<file path="config.mk">
export PLATFORM = sky130hd
export DESIGN_NAME = mem_bus_arbiter_flat
export DESIGN_NICKNAME = d
export VERILOG_FILES = /design/src/rtl/mem_bus_arbiter_if.sv /design/src/rtl/mem_bus_arbiter.sv /design/src/flat_wrapper.sv
export SDC_FILE = /design/constraint.sdc
export NUM_CORES = 1
export LEC_CHECK = 0
export CAP_MARGIN = 20
export CORE_MARGIN = 8
export CORE_UTILIZATION = 40
export DETAILED_ROUTE_END_ITERATION = 8
export GPL_ROUTABILITY_DRIVEN = 0
export PLACE_DENSITY = 0.78
export SLEW_MARGIN = 30
export SYNTH_ARGS = -nofsm -noshare
export SYNTH_HDL_FRONTEND = slang
export SYNTH_SLANG_ARGS = --single-unit
</file>
<file path="constraint.sdc">
create_clock -name clk -period 2.2 [get_ports clk]
set_input_delay 0.22 -clock clk [delete_from_list [all_inputs] [get_ports clk]]
set_output_delay 0.22 -clock clk [all_outputs]
set_load 0.005 [all_outputs]
</file>
<file path="src/rtl/mem_bus_arbiter_if.sv">
// Signal bundle between the fetch/data requesters, the arbiter and the shared memory bus.
// The arbiter takes the master view because it masters the shared bus.
interface mem_bus_arbiter_if #(
  parameter int unsigned AW = 32,
  parameter int unsigned DW = 32
);
  logic          i_req;
  logic [AW-1:0] i_addr;
  logic [DW-1:0] i_rdata;
  logic          i_ack;
  logic          i_err;

  logic          d_req;
  logic          d_wr;
  logic [2:0]    d_op;
  logic [AW-1:0] d_addr;
  logic [DW-1:0] d_wdata;
  logic [DW-1:0] d_rdata;
  logic          d_ack;
  logic          d_err;

  logic          m_req;
  logic          m_wr;
  logic [2:0]    m_op;
  logic [AW-1:0] m_addr;
  logic [DW-1:0] m_wdata;
  logic [DW-1:0] m_rdata;
  logic          m_ack;

  logic          stall;

  modport master (
    input  i_req, i_addr, d_req, d_wr, d_op, d_addr, d_wdata, m_rdata, m_ack,
    output i_rdata, i_ack, i_err, d_rdata, d_ack, d_err,
    output m_req, m_wr, m_op, m_addr, m_wdata, stall
  );

  modport slave (
    output i_req, i_addr, d_req, d_wr, d_op, d_addr, d_wdata, m_rdata, m_ack,
    input  i_rdata, i_ack, i_err, d_rdata, d_ack, d_err,
    input  m_req, m_wr, m_op, m_addr, m_wdata, stall
  );
endinterface

</file>
<file path="src/rtl/mem_bus_arbiter.sv">
// Round-robin arbiter sharing one memory bus between the fetch and data paths, with a
// registered req/ack handshake and a per-transaction timeout.
module mem_bus_arbiter #(
  parameter int unsigned AW        = 32,
  parameter int unsigned DW        = 32,
  parameter int unsigned TIMEOUT   = 255,
  parameter logic [2:0]  IFETCH_OP = 3'd0
) (
  input logic               clk,
  input logic               rst,
  mem_bus_arbiter_if.master bus
);

  typedef enum logic [1:0] {StIdle, StBusyI, StBusyD, StResp} state_e;

  state_e        state_q, state_d;
  logic          last_q, last_d;  // 1: data port was granted last
  logic [7:0]    cnt_q, cnt_d;
  logic          m_req_q, m_req_d;
  logic          m_wr_q, m_wr_d;
  logic [2:0]    m_op_q, m_op_d;
  logic [AW-1:0] m_addr_q, m_addr_d;
  logic [DW-1:0] m_wdata_q, m_wdata_d;
  logic [DW-1:0] i_rdata_q, i_rdata_d;
  logic [DW-1:0] d_rdata_q, d_rdata_d;
  logic          i_ack_q, i_ack_d;
  logic          d_ack_q, d_ack_d;
  logic          i_err_q, i_err_d;
  logic          d_err_q, d_err_d;

  logic grant_d;
  logic timeout_hit;

  // Data wins unless fetch is also pending and data was served last.
  assign grant_d     = bus.d_req & (~bus.i_req | ~last_q);
  assign timeout_hit = (cnt_q == 8'(TIMEOUT - 1));

  always_ff @(posedge clk or negedge rst) begin
    if (!rst) begin
      state_q   <= StIdle;
      last_q    <= 1'b0;
      cnt_q     <= '0;
      m_req_q   <= 1'b0;
      m_wr_q    <= 1'b0;
      m_op_q    <= '0;
      m_addr_q  <= '0;
      m_wdata_q <= '0;
      i_rdata_q <= '0;
      d_rdata_q <= '0;
      i_ack_q   <= 1'b0;
      d_ack_q   <= 1'b0;
      i_err_q   <= 1'b0;
      d_err_q   <= 1'b0;
    end else begin
      state_q   <= state_d;
      last_q    <= last_d;
      cnt_q     <= cnt_d;
      m_req_q   <= m_req_d;
      m_wr_q    <= m_wr_d;
      m_op_q    <= m_op_d;
      m_addr_q  <= m_addr_d;
      m_wdata_q <= m_wdata_d;
      i_rdata_q <= i_rdata_d;
      d_rdata_q <= d_rdata_d;
      i_ack_q   <= i_ack_d;
      d_ack_q   <= d_ack_d;
      i_err_q   <= i_err_d;
      d_err_q   <= d_err_d;
    end
  end

  always_comb begin
    state_d = state_q;
    unique case (state_q)
      StIdle: begin
        if (grant_d)        state_d = StBusyD;
        else if (bus.i_req) state_d = StBusyI;
      end
      StBusyI, StBusyD: begin
        if (bus.m_ack || timeout_hit) state_d = StResp;
      end
      StResp:  state_d = StIdle;
      default: state_d = StIdle;
    endcase
  end

  always_comb begin
    last_d    = last_q;
    cnt_d     = cnt_q;
    m_req_d   = m_req_q;
    m_wr_d    = m_wr_q;
    m_op_d    = m_op_q;
    m_addr_d  = m_addr_q;
    m_wdata_d = m_wdata_q;
    i_rdata_d = i_rdata_q;
    d_rdata_d = d_rdata_q;
    // Acks and errors are single-cycle: only raised on the edge into StResp.
    i_ack_d   = 1'b0;
    d_ack_d   = 1'b0;
    i_err_d   = 1'b0;
    d_err_d   = 1'b0;
    unique case (state_q)
      StIdle: begin
        if (grant_d) begin
          m_req_d   = 1'b1;
          m_wr_d    = bus.d_wr;
          m_op_d    = bus.d_op;
          m_addr_d  = bus.d_addr;
          m_wdata_d = bus.d_wdata;
          last_d    = 1'b1;
          cnt_d     = '0;
        end else if (bus.i_req) begin
          m_req_d   = 1'b1;
          m_wr_d    = 1'b0;
          m_op_d    = IFETCH_OP;
          m_addr_d  = bus.i_addr;
          m_wdata_d = '0;
          last_d    = 1'b0;
          cnt_d     = '0;
        end
      end
      StBusyI: begin
        if (bus.m_ack) begin
          m_req_d   = 1'b0;
          i_rdata_d = bus.m_rdata;
          i_ack_d   = 1'b1;
        end else if (timeout_hit) begin
          m_req_d = 1'b0;
          i_ack_d = 1'b1;
          i_err_d = 1'b1;
        end else begin
          cnt_d = cnt_q + 8'd1;
        end
      end
      StBusyD: begin
        if (bus.m_ack) begin
          m_req_d   = 1'b0;
          d_rdata_d = bus.m_rdata;
          d_ack_d   = 1'b1;
        end else if (timeout_hit) begin
          m_req_d = 1'b0;
          d_ack_d = 1'b1;
          d_err_d = 1'b1;
        end else begin
          cnt_d = cnt_q + 8'd1;
        end
      end
      default: ;
    endcase
  end

  assign bus.m_req   = m_req_q;
  assign bus.m_wr    = m_wr_q;
  assign bus.m_op    = m_op_q;
  assign bus.m_addr  = m_addr_q;
  assign bus.m_wdata = m_wdata_q;
  assign bus.i_rdata = i_rdata_q;
  assign bus.d_rdata = d_rdata_q;
  assign bus.i_ack   = i_ack_q;
  assign bus.d_ack   = d_ack_q;
  assign bus.i_err   = i_err_q;
  assign bus.d_err   = d_err_q;
  assign bus.stall   = (bus.i_req & ~i_ack_q) | (bus.d_req & ~d_ack_q);

endmodule

</file>
<file path="src/flat_wrapper.sv">
// flat-port wrapper written by rule: the top's interface ports become plain ports
module mem_bus_arbiter_flat 
#(
  parameter int unsigned AW        = 32,
  parameter int unsigned DW        = 32,
  parameter int unsigned TIMEOUT   = 255,
  parameter logic [2:0]  IFETCH_OP = 3'd0
)
  (clk, rst, bus_i_req, bus_i_addr, bus_d_req, bus_d_wr, bus_d_op, bus_d_addr, bus_d_wdata, bus_m_rdata, bus_m_ack, bus_i_rdata, bus_i_ack, bus_i_err, bus_d_rdata, bus_d_ack, bus_d_err, bus_m_req, bus_m_wr, bus_m_op, bus_m_addr, bus_m_wdata, bus_stall);
  mem_bus_arbiter_if #(.AW(AW), .DW(DW)) bus_i ();
  input logic clk;
  input logic rst;
  input wire logic [$bits(bus_i.i_req)-1:0] bus_i_req;
  input wire logic [$bits(bus_i.i_addr)-1:0] bus_i_addr;
  input wire logic [$bits(bus_i.d_req)-1:0] bus_d_req;
  input wire logic [$bits(bus_i.d_wr)-1:0] bus_d_wr;
  input wire logic [$bits(bus_i.d_op)-1:0] bus_d_op;
  input wire logic [$bits(bus_i.d_addr)-1:0] bus_d_addr;
  input wire logic [$bits(bus_i.d_wdata)-1:0] bus_d_wdata;
  input wire logic [$bits(bus_i.m_rdata)-1:0] bus_m_rdata;
  input wire logic [$bits(bus_i.m_ack)-1:0] bus_m_ack;
  output wire logic [$bits(bus_i.i_rdata)-1:0] bus_i_rdata;
  output wire logic [$bits(bus_i.i_ack)-1:0] bus_i_ack;
  output wire logic [$bits(bus_i.i_err)-1:0] bus_i_err;
  output wire logic [$bits(bus_i.d_rdata)-1:0] bus_d_rdata;
  output wire logic [$bits(bus_i.d_ack)-1:0] bus_d_ack;
  output wire logic [$bits(bus_i.d_err)-1:0] bus_d_err;
  output wire logic [$bits(bus_i.m_req)-1:0] bus_m_req;
  output wire logic [$bits(bus_i.m_wr)-1:0] bus_m_wr;
  output wire logic [$bits(bus_i.m_op)-1:0] bus_m_op;
  output wire logic [$bits(bus_i.m_addr)-1:0] bus_m_addr;
  output wire logic [$bits(bus_i.m_wdata)-1:0] bus_m_wdata;
  output wire logic [$bits(bus_i.stall)-1:0] bus_stall;
  assign bus_i.i_req = bus_i_req;
  assign bus_i.i_addr = bus_i_addr;
  assign bus_i.d_req = bus_d_req;
  assign bus_i.d_wr = bus_d_wr;
  assign bus_i.d_op = bus_d_op;
  assign bus_i.d_addr = bus_d_addr;
  assign bus_i.d_wdata = bus_d_wdata;
  assign bus_i.m_rdata = bus_m_rdata;
  assign bus_i.m_ack = bus_m_ack;
  assign bus_i_rdata = bus_i.i_rdata;
  assign bus_i_ack = bus_i.i_ack;
  assign bus_i_err = bus_i.i_err;
  assign bus_d_rdata = bus_i.d_rdata;
  assign bus_d_ack = bus_i.d_ack;
  assign bus_d_err = bus_i.d_err;
  assign bus_m_req = bus_i.m_req;
  assign bus_m_wr = bus_i.m_wr;
  assign bus_m_op = bus_i.m_op;
  assign bus_m_addr = bus_i.m_addr;
  assign bus_m_wdata = bus_i.m_wdata;
  assign bus_stall = bus_i.stall;
  mem_bus_arbiter #(.AW(AW), .DW(DW), .TIMEOUT(TIMEOUT), .IFETCH_OP(IFETCH_OP)) u_core (.clk(clk), .rst(rst), .bus(bus_i));
endmodule
</file>
Word level (Yosys, flattened, before mapping)
Index checks and enable logic that the tools add are counted.
- bits in registers: 148
- bits in latches: 0
- RAM bits: 0
- bits in read-only memories: 0
- output and inout bits: 138
- logic and storage cells: 74
- memories: 0
- $add $sub $neg: 1
- multipliers: 0
- div/mod/pow operators: 0
- order comparisons: 0
- equal/unequal tests: 9
- shift-type cells: 0
- multiplexer cells: 30
- bitwise gates (word level): 9
- reductions and logical operators: 11
- operator list (cell ; number):
    32-bit 2-to-1 mux ; 4
    8-bit 2-to-1 mux ; 4
    8-bit case mux with 2 select lines ; 1
    1-bit 2-to-1 mux ; 14
    8-bit by 1-bit adder with 8-bit output, second input constant ; 1
    8-bit equality test, second input constant ; 1
    2-bit AND reduction ; 4
    2-bit 2-to-1 mux ; 3
    3-bit 2-to-1 mux ; 2
    2-bit case mux with 3 select lines ; 1
    2-bit equality test, second input constant ; 2
    2-bit inequality test, second input constant ; 2
    1-bit inverter ; 4
    4-bit AND reduction ; 1
    2-bit nonzero test ; 2
    1-bit bitwise AND ; 3
    3-bit by 1-bit inequality test with 1-bit output, second input constant ; 1
    3-bit by 2-bit inequality test with 1-bit output, second input constant ; 1
    3-bit AND reduction ; 1
    2-bit by 1-bit equality test with 1-bit output, second input constant ; 1
    2-bit zero test ; 1
    2-bit by 1-bit inequality test with 1-bit output, second input constant ; 1
    1-bit OR ; 2
    1-bit case mux with 2 select lines ; 1
    2 further kinds ; 2

Depth between registers and ports, before layout
Gate-level depths: netlist of run 1.
- word-level depth: 5
- mapped depth: 7

Worst setup path before layout of run 1
Ideal clock, no wire load.
- path kind: register -> register
- start: reg u_core.state_q[0]
- end: reg u_core.cnt_q[5]
- setup time: 69 ps
- arrival: 1625 ps
- data required time: 2131 ps
- setup slack: 506 ps
- cell stages (with the launch flop): 7
- clock period less this slack: 1694 ps
- cells stage by stage: dfrtp_1 inv_1 ha_1 nor3b_1 or2_1 or4b_1 nand3_1
- longest elaborated chain between the ends: 4
- elaborated cells on any way between the ends: 10
- those cells by class: eq/ne: 5; mux: 1; reduce/logical: 4
- RTL lines (what ; line ; text):
    start, declared ; mem_bus_arbiter.sv:16 ; state_e state_q, state_d;
    start signal, assigned ; mem_bus_arbiter.sv:40 ; state_q <= StIdle;
    start signal, assigned ; mem_bus_arbiter.sv:55 ; state_q <= state_d;
    2-bit by 1-bit equality test with 1-bit output or 2-bit equality test (tied branches) ; mem_bus_arbiter.sv:102 ; unique case (state_q)
    2-bit OR reduction (no source line) ; - ;
    2-bit inequality test (no source line) or 2-bit nonzero test (tied branches) ; - ;
    4-bit AND reduction (no source line) ; - ;
    end signal, assigned ; mem_bus_arbiter.sv:57 ; cnt_q <= cnt_d;
    end, declared ; mem_bus_arbiter.sv:18 ; logic [7:0] cnt_q, cnt_d;
Several ways; a longest one is shown, not always the timed one.
A chain may end at the register's enable or synchronous reset.

Worst setup path in the final report of run 1
- start: in bus_i_req
- end: out bus_stall
- longest elaborated chain between the ends: 2
- RTL lines (what ; line ; text):
    start, declared ; flat_wrapper.sv:13 ; input wire logic [$bits(bus_i.i_req)-1:0] bus_i_req;
    1-bit bitwise AND ; mem_bus_arbiter.sv:163 ; assign bus.stall = (bus.i_req & ~i_ack_q) | (bus.d_req & ~d_ack_q);
    1-bit OR ; mem_bus_arbiter.sv:163 ;
    end, declared ; flat_wrapper.sv:33 ; output wire logic [$bits(bus_i.stall)-1:0] bus_stall;
No other way between the ends.

==> summary.md, run 1 <==
| Metric | Value |
|---|---|
| Run status | finished clean |
| DIE AREA | 19300 sq um |
| Final Cycle Share | 90.5% |
| Actual slew at the worst max-slew pin | 579 ps |
| Synth unique cells | 40 |
| Mux contribution to synthesized area | 17.5% |
| Commonest cells in the netlist | dfrtp_1, mux2_2, nand2_1 |
| Post-synth EDFFs | 0 |
| Syn. warnings | 0 |
| TritonCTS Buffers | 17 |
| Crit path launch type | primary input |
| Fmax | 0.502 GHz |
| Crit path required time | 1980 ps |
| CTS tree | built |
| PnR Total Power | 0.0129 W |
| DR vias | 4689 |
| Total track usage | 18.2% |
| Main combinational cell family by area after synthesis | multiplexers |
| Die span in x | 139 um |
| Core Region | 15000 sq um |
| RR Startpoint | u_core.state_q[1] |
| Drt pass-1 iters | 4 |
| Final hold violations | 0 |
| Post-Synthesis Net Count | 603 |
| Static Leak | 4.18 nW |
| Worst clock skew | 7.66 ps |
| Synth Instances | 459 |
| HPWL after DPL | 13.1 mm |
| Count leader, synth | dfrtp_1 |
| Final Critical Period | 1990 ps |
| Largest net degree at the start of global routing | 102 |
| Max Cap Viol | 0 |
| Sequential share of the synthesized area | 61.1% |
| Yosys reg bits | 148 |
| Gr ovfl total | 0 |
| Setup Fix Bufs, Post-CTS | 0 |
| Clk pin slew, worst setup/hold paths | 60 ps |
| Ys async rst share | 100% |
| Flop2flop setup slack | 220 ps |
| Crit end category | output port |
| Setup TNS | 0 ps |
| Avg Inst Size Synth | 13.2 sq um |
| Worst EP arrival | 1770 ps |
| Clock sinks | 148 |
| Skew-Pair Late Insertion Delay | 420 ps |
| Htree depth | 4 |
| Port bufs | 274 |
| Clock Path Buffers | 2 |
| Starting density of the core | 40.4% |
| Top cells by area, synth | dfrtp_1, mux2_2, mux2i_1, a22o_1, nand2_1 |
| Starting DRC count in detailed routing | 232 |
| Synth Area in XOR/XNOR | 0% |
| Area fraction in and, or, nand and nor cells after synthesis | 6.53% |
| Nets | 877 |
| Tightest Hold Check Type | in -> async |
| Ys flop type | dfrtp_1 |
| Post-synth top area share | 61.1% |
| Vias in the first global route | 5154 |
| Slew margin rel. | 61.4% |
| RSZ-0062 raised after global routing | no |
| Routed len/inst | 18.8 um |
| Drt total wl | 17.5 mm |
| Post-layout util | 64.5% |
| CP Class | in -> out |
| FF-to-FF path depth | 6 |
| CTS root buf | clkbuf_16 |
| Synth Area in Adders | 1.45% |
| Die H | 139 um |
| Post-synthesis compound-gate area fraction | 10.6% |
| Worst-path fanout max | 5 |
| Mapped cell area | 6060 sq um |
| Setup violations, final | 0 |
| Post-route ant nets | 0 |
| Layout cell share with drive strength beyond 1 | 14.7% |
| Max Slew Vio Count | 0 |
| Power density over the cells | 1340 nW/um^2 |
| Routed vias/inst | 5.02 |
| Initial antenna violation count | 0 |
| Synth-to-layout area growth | 59.6% |
| # diodes | 0 |
| Ports | 275 |
| R2R Path End | u_core.cnt_q[7] |
| DRC violations left | 0 |
| Row count | 45 |
| First-pass GRT wire length | 27.9 mm |
| Maximum VDD drop | 0.547 mV |
| Largest area contributor in the netlist | dfrtp_1 |
## cells by family after synthesis
logic type      count (synthesis)
compound gates                 91
fa+ha+maj                       7
buf+inv                        34
flops                         148
mux                            98
simple gates                   81
## flip-flops by register name (all words and copies together) (netlist names), 2 cells and up
| register | flops |
|---|---|
| u_core.bus.d_rdata | 32 |
| u_core.cnt_q | 8 |
| u_core.bus.m_addr | 32 |
| u_core.bus.i_rdata | 32 |
| u_core.bus.m_op | 3 |
| u_core.state_q | 2 |
| u_core.bus.m_wdata | 32 |
## area by class of cell
cell class / instances / area (sq um)
clock inverters: 14 / 176
inverters: 5 / 18.8
fillers: 1103 / 5310
well taps: 188 / 235
repair buffers: 284 / 2900
flip-flops and latches: 148 / 3700
clock buffers: 18 / 429
multi-input cells: 277 / 2210
## worst max-delay path, stage by stage
cell and delay (ps):
clkdlybuf4s50_1 670, inv_1 80, o22ai_1 220, clkdlybuf4s50_1 580
## metal layers
layer | GRT usage [%] | part of all wire (%)
met5 | 0 | 0
met4 | 8.26 | 2.6
met3 | 8.30 | 9.8
met2 | 29.3 | 48
met1 | 20.3 | 40
## power by group
group	total [W]	internal, W	switching, W
clock	0.00296	0.00180	0.00116
sequential	0.00462	0.00393	0.000684
combinational	0.00537	0.00337	0.00200
## stage by stage
stage	setup WS [ps]	instance area [sq um]	instances	hold WS, ps
2_1_floorplan	506	6060	459	-75.6
3_3_place_gp	196	9050	901	230
3_5_place_dp	186	9050	901	242
4_1_cts	180	9670	934	370
5_1_grt	30.9	9670	934	378
6_report	209	9670	934	347
## how the worst max path moves through the flow
stage,start,to,cells past startpoint
5_1_grt,u_core.state_q[1],u_core.cnt_q[7],6
3_5_place_dp,bus_i_req,bus_stall,4
2_1_floorplan,u_core.state_q[0],u_core.cnt_q[5],6
3_3_place_gp,bus_i_req,bus_stall,4
6_report,bus_i_req,bus_stall,4
4_1_cts,bus_i_req,bus_stall,4
## what timing repair did
item / in CTS / in global routing
endpoints found under the hold margin: 60 / 0
hold buffers: 1 / 0
gates resized for setup: 0 / 0
## cells in the final DEF (no fill, tap or decap), types with 2 or more instances in the layout
master           synthesis  routed
clkdlybuf4s50_1          0     273
dfrtp_1                148     148
mux2_2                  64      64
nand2_1                 50      50
a22o_1                  36      36
o21ai_0                 36      35
mux2i_1                 34      34
clkbuf_16                0      17
ha_1                     7       7
nand3_1                  6       6
buf_12                   0       6
inv_1                    5       5
o211ai_1                 5       5
nor2b_1                  4       4
clkinv_4                 0       4
o22ai_1                  3       3
nor3b_1                  3       3
nor2_1                   3       3
a21oi_1                  3       3
bufinv_16                0       3
inv_6                    0       3
buf_4                    6       3
and4_1                   2       2
nand3b_1                 2       2
nand4b_1                 2       2
clkinvlp_4               0       2
clkinv_2                 0       2
(Power assumes the default switching activity.)
==> run 2, diff against run 1 <==
- CAP_MARGIN: 20 -> default
- PLACE_DENSITY: 0.78 -> 0.75
- TNS_END_PERCENT: default -> 50
==> run 2 against run 1 <==
Final area grew 0.96%. Fmax rose by 2.1%. Flip-flop and latch count stayed put. Critical path type is now reg -> reg. Critical endpoint is now u_core.cnt_q[6]. Highest routed layer unchanged.
==> summary.md, run 2 (synthesis results as in run 1) <==
| Metric | Value |
|---|---|
| DIE AREA | 19300 sq um (unchanged) |
| Crit end category | flip-flop |
| Placed cells | 912 (+1.2%) |
| Worst-path fanout max | 8 (+3) |
| Initial antenna violation count | 0 (unchanged) |
| Fill count | 1096 (-0.63%) |
| # diodes | 0 (unchanged) |
| Post-layout util | 65.2% (+0.62 points) |
| Drt pass-1 iters | 4 (unchanged) |
| Die span in x | 139 um (unchanged) |
| Setup violations, final | 0 (unchanged) |
| Slowest CP cell | nor2_1 |
| Power density over the cells | 1330 nW/um^2 (-0.68%) |
| CTS root buf | clkbuf_16 |
| Crit path launch type | flip-flop |
| WL met3 | 1.78 mm (+3.7%) |
| Fmax | 0.513 GHz (+2.1%) |
| Most frequent cells in the layout | clkdlybuf4s50_1, dfrtp_1, mux2_2, nand2_1, a22o_1 |
| Tightest Hold Check Type | in -> async |
| Port bufs | 274 (unchanged) |
| Starting DRC count in detailed routing | 196 (-16%) |
| Clock Path Buffers | 2 (unchanged) |
| Clock sinks | 148 (unchanged) |
| Maximum VDD drop | 0.590 mV (+7.8%) |
| Routed vias/inst | 5.03 (+0.29%) |
| CP Class | reg -> reg |
| Gr ovfl total | 0 (unchanged) |
| DRC violations left | 0 (unchanged) |
| Final Non-Filler Cells | 945 (+1.2%) |
| Worst path depth | 6 (+2) |
| Final Cycle Share | 88.6% (-1.9 points) |
| Slew margin rel. | 56.8% (-4.6 points) |
| Skew-Pair Late Insertion Delay | 420 ps (about the same) |
| Vias in the first global route | 5290 (+2.6%) |
| Core Region | 15000 sq um (unchanged) |
| TritonCTS Buffers | 17 (unchanged) |
| Synth-to-layout area growth | 61.1% |
| First-pass GRT wire length | 28.9 mm (+3.7%) |
| Critical path's top delay family | simple AND/OR/NAND/NOR gates |
| Dpl cell area | 9160 sq um (+1.2%) |
| Layout cell share with drive strength beyond 1 | 16.0% (+1.2 points) |
| Static Leak | 4.23 nW (+1.3%) |
| WP buf/inv | 1 (-2) |
| Most common cell after layout, fill and taps aside | clkdlybuf4s50_1 |
| Actual slew at the worst max-slew pin | 648 ps (+69.4 ps) |
| Wl on met1 | 7.17 mm (+3.4%) |
| Row count | 45 (unchanged) |
| DR vias | 4758 (+1.5%) |
| Max Cap Viol | 0 (unchanged) |
| Ports | 275 (unchanged) |
| Final Critical Period | 1950 ps (-41.1 ps) |
| Worst EP arrival | 2270 ps (+500 ps) |
| FF-to-FF path depth | 6 (unchanged) |
| Post-route design area | 9760 sq um (+0.96%) |
| Total track usage | 19.0% (+0.79 points) |
| CTS tree | built |
| Top sig layer | met4 |
| Routed wl met2 | 8.94 mm (+6.4%) |
| Final hold violations | 0 (unchanged) |
| Post-route ant nets | 0 (unchanged) |
| Dpl ws | 261 ps (+75.1 ps) |
| RSZ-0062 raised after global routing | no |
| Crit path required time | 2520 ps (+540 ps) |
| Routed len/inst | 19.2 um (+2.5%) |
| HPWL after DPL | 13.9 mm (+6.0%) |
| CP peak stage delay | 450 ps (-220 ps) |
| Crit-path cells | inv_1 -> ha_1 -> nor3b_2 -> nor2_1 -> a41oi_1 -> a21oi_1 |
| Worst clock skew | 8.07 ps (+0.410 ps) |
| Nets | 888 (+1.3%) |
| Drt total wl | 18.2 mm (+3.7%) |
| Die H | 139 um (unchanged) |
| Max Slew Vio Count | 0 (unchanged) |
| Run status | finished clean |
| Clk pin slew, worst setup/hold paths | 60 ps (about the same) |
| Setup TNS | 0 ps (unchanged) |
| Starting density of the core | 40.4% (unchanged) |
| Htree depth | 4 (unchanged) |
| Setup ws final | 250 ps (+41.1 ps) |
| Largest net degree at the start of global routing | 69 (-32%) |
run 2: changes by cell type in the layout (fill, tap and decap cells not counted), sizes merged:
| cell | previous run | this run |
|---|---|---|
| clkbuf | 18 | 21 |
| bufinv | 3 | 2 |
| buf | 10 | 21 |
| clkinv | 6 | 5 |
| inv | 8 | 7 |
run 2: through the flow:
| stage | total power, W | hold slack (ps) |
|---|---|---|
| finish | 0.0130 | 391 |
| global route | 0.0138 | 396 |
| CTS | 0.0131 | 389 |
| detailed placement | 0.0102 | 268 |
| global placement | 0.0100 | 267 |
| floorplan | 0.00671 | -75.6 |
run 2: final cells by class:
class                   instances  area (sq um)  area share [%]
multi-input cells             277          2210            22.7
clock buffers                  21           460            4.72
repair buffers                295          3000            30.8
inverters                       5          18.8           0.192
flip-flops and latches        148          3700            38.0
well taps                     188           235            2.41
clock inverters                11           125            1.28
run 2: layer usage:
layer | global-route usage, % | up-vias
met2 | 31.8 | 217
met4 | 6.07 | 0
met1 | 20.6 | 2305
met5 | 0 | -
met3 | 9.33 | 22
li1 | - | 2214
run 2: timing repair:
item	4_1_cts	5_1_grt
hold endpoints to repair	63	0
endpoints found under the setup margin	0	1
hold buffers	1	0
resized for setup	0	1
setup buffers	0	0
run 2: final timing paths:
path / slack (ps) / startpoint / end
max: 250 / u_core.state_q[1] / u_core.cnt_q[6]
max reg2reg: 250 / u_core.state_q[1] / u_core.cnt_q[6]
min in group clk: 400 / bus_d_wdata[7] / u_core.bus.m_wdata[7]
max in group asynchronous: 1180 / rst / u_core.bus.m_wdata[31]
min: 390 / rst / u_core.bus.d_rdata[23]
min reg2reg: 480 / u_core.bus.m_addr[14] / u_core.bus.m_addr[14]
run 2: power breakdown:
part	switching, W	leakage [nW]	internal (W)
clock	0.00113	0.284	0.00173
sequential	0.000687	1.83	0.00393
combinational	0.00203	2.11	0.00347
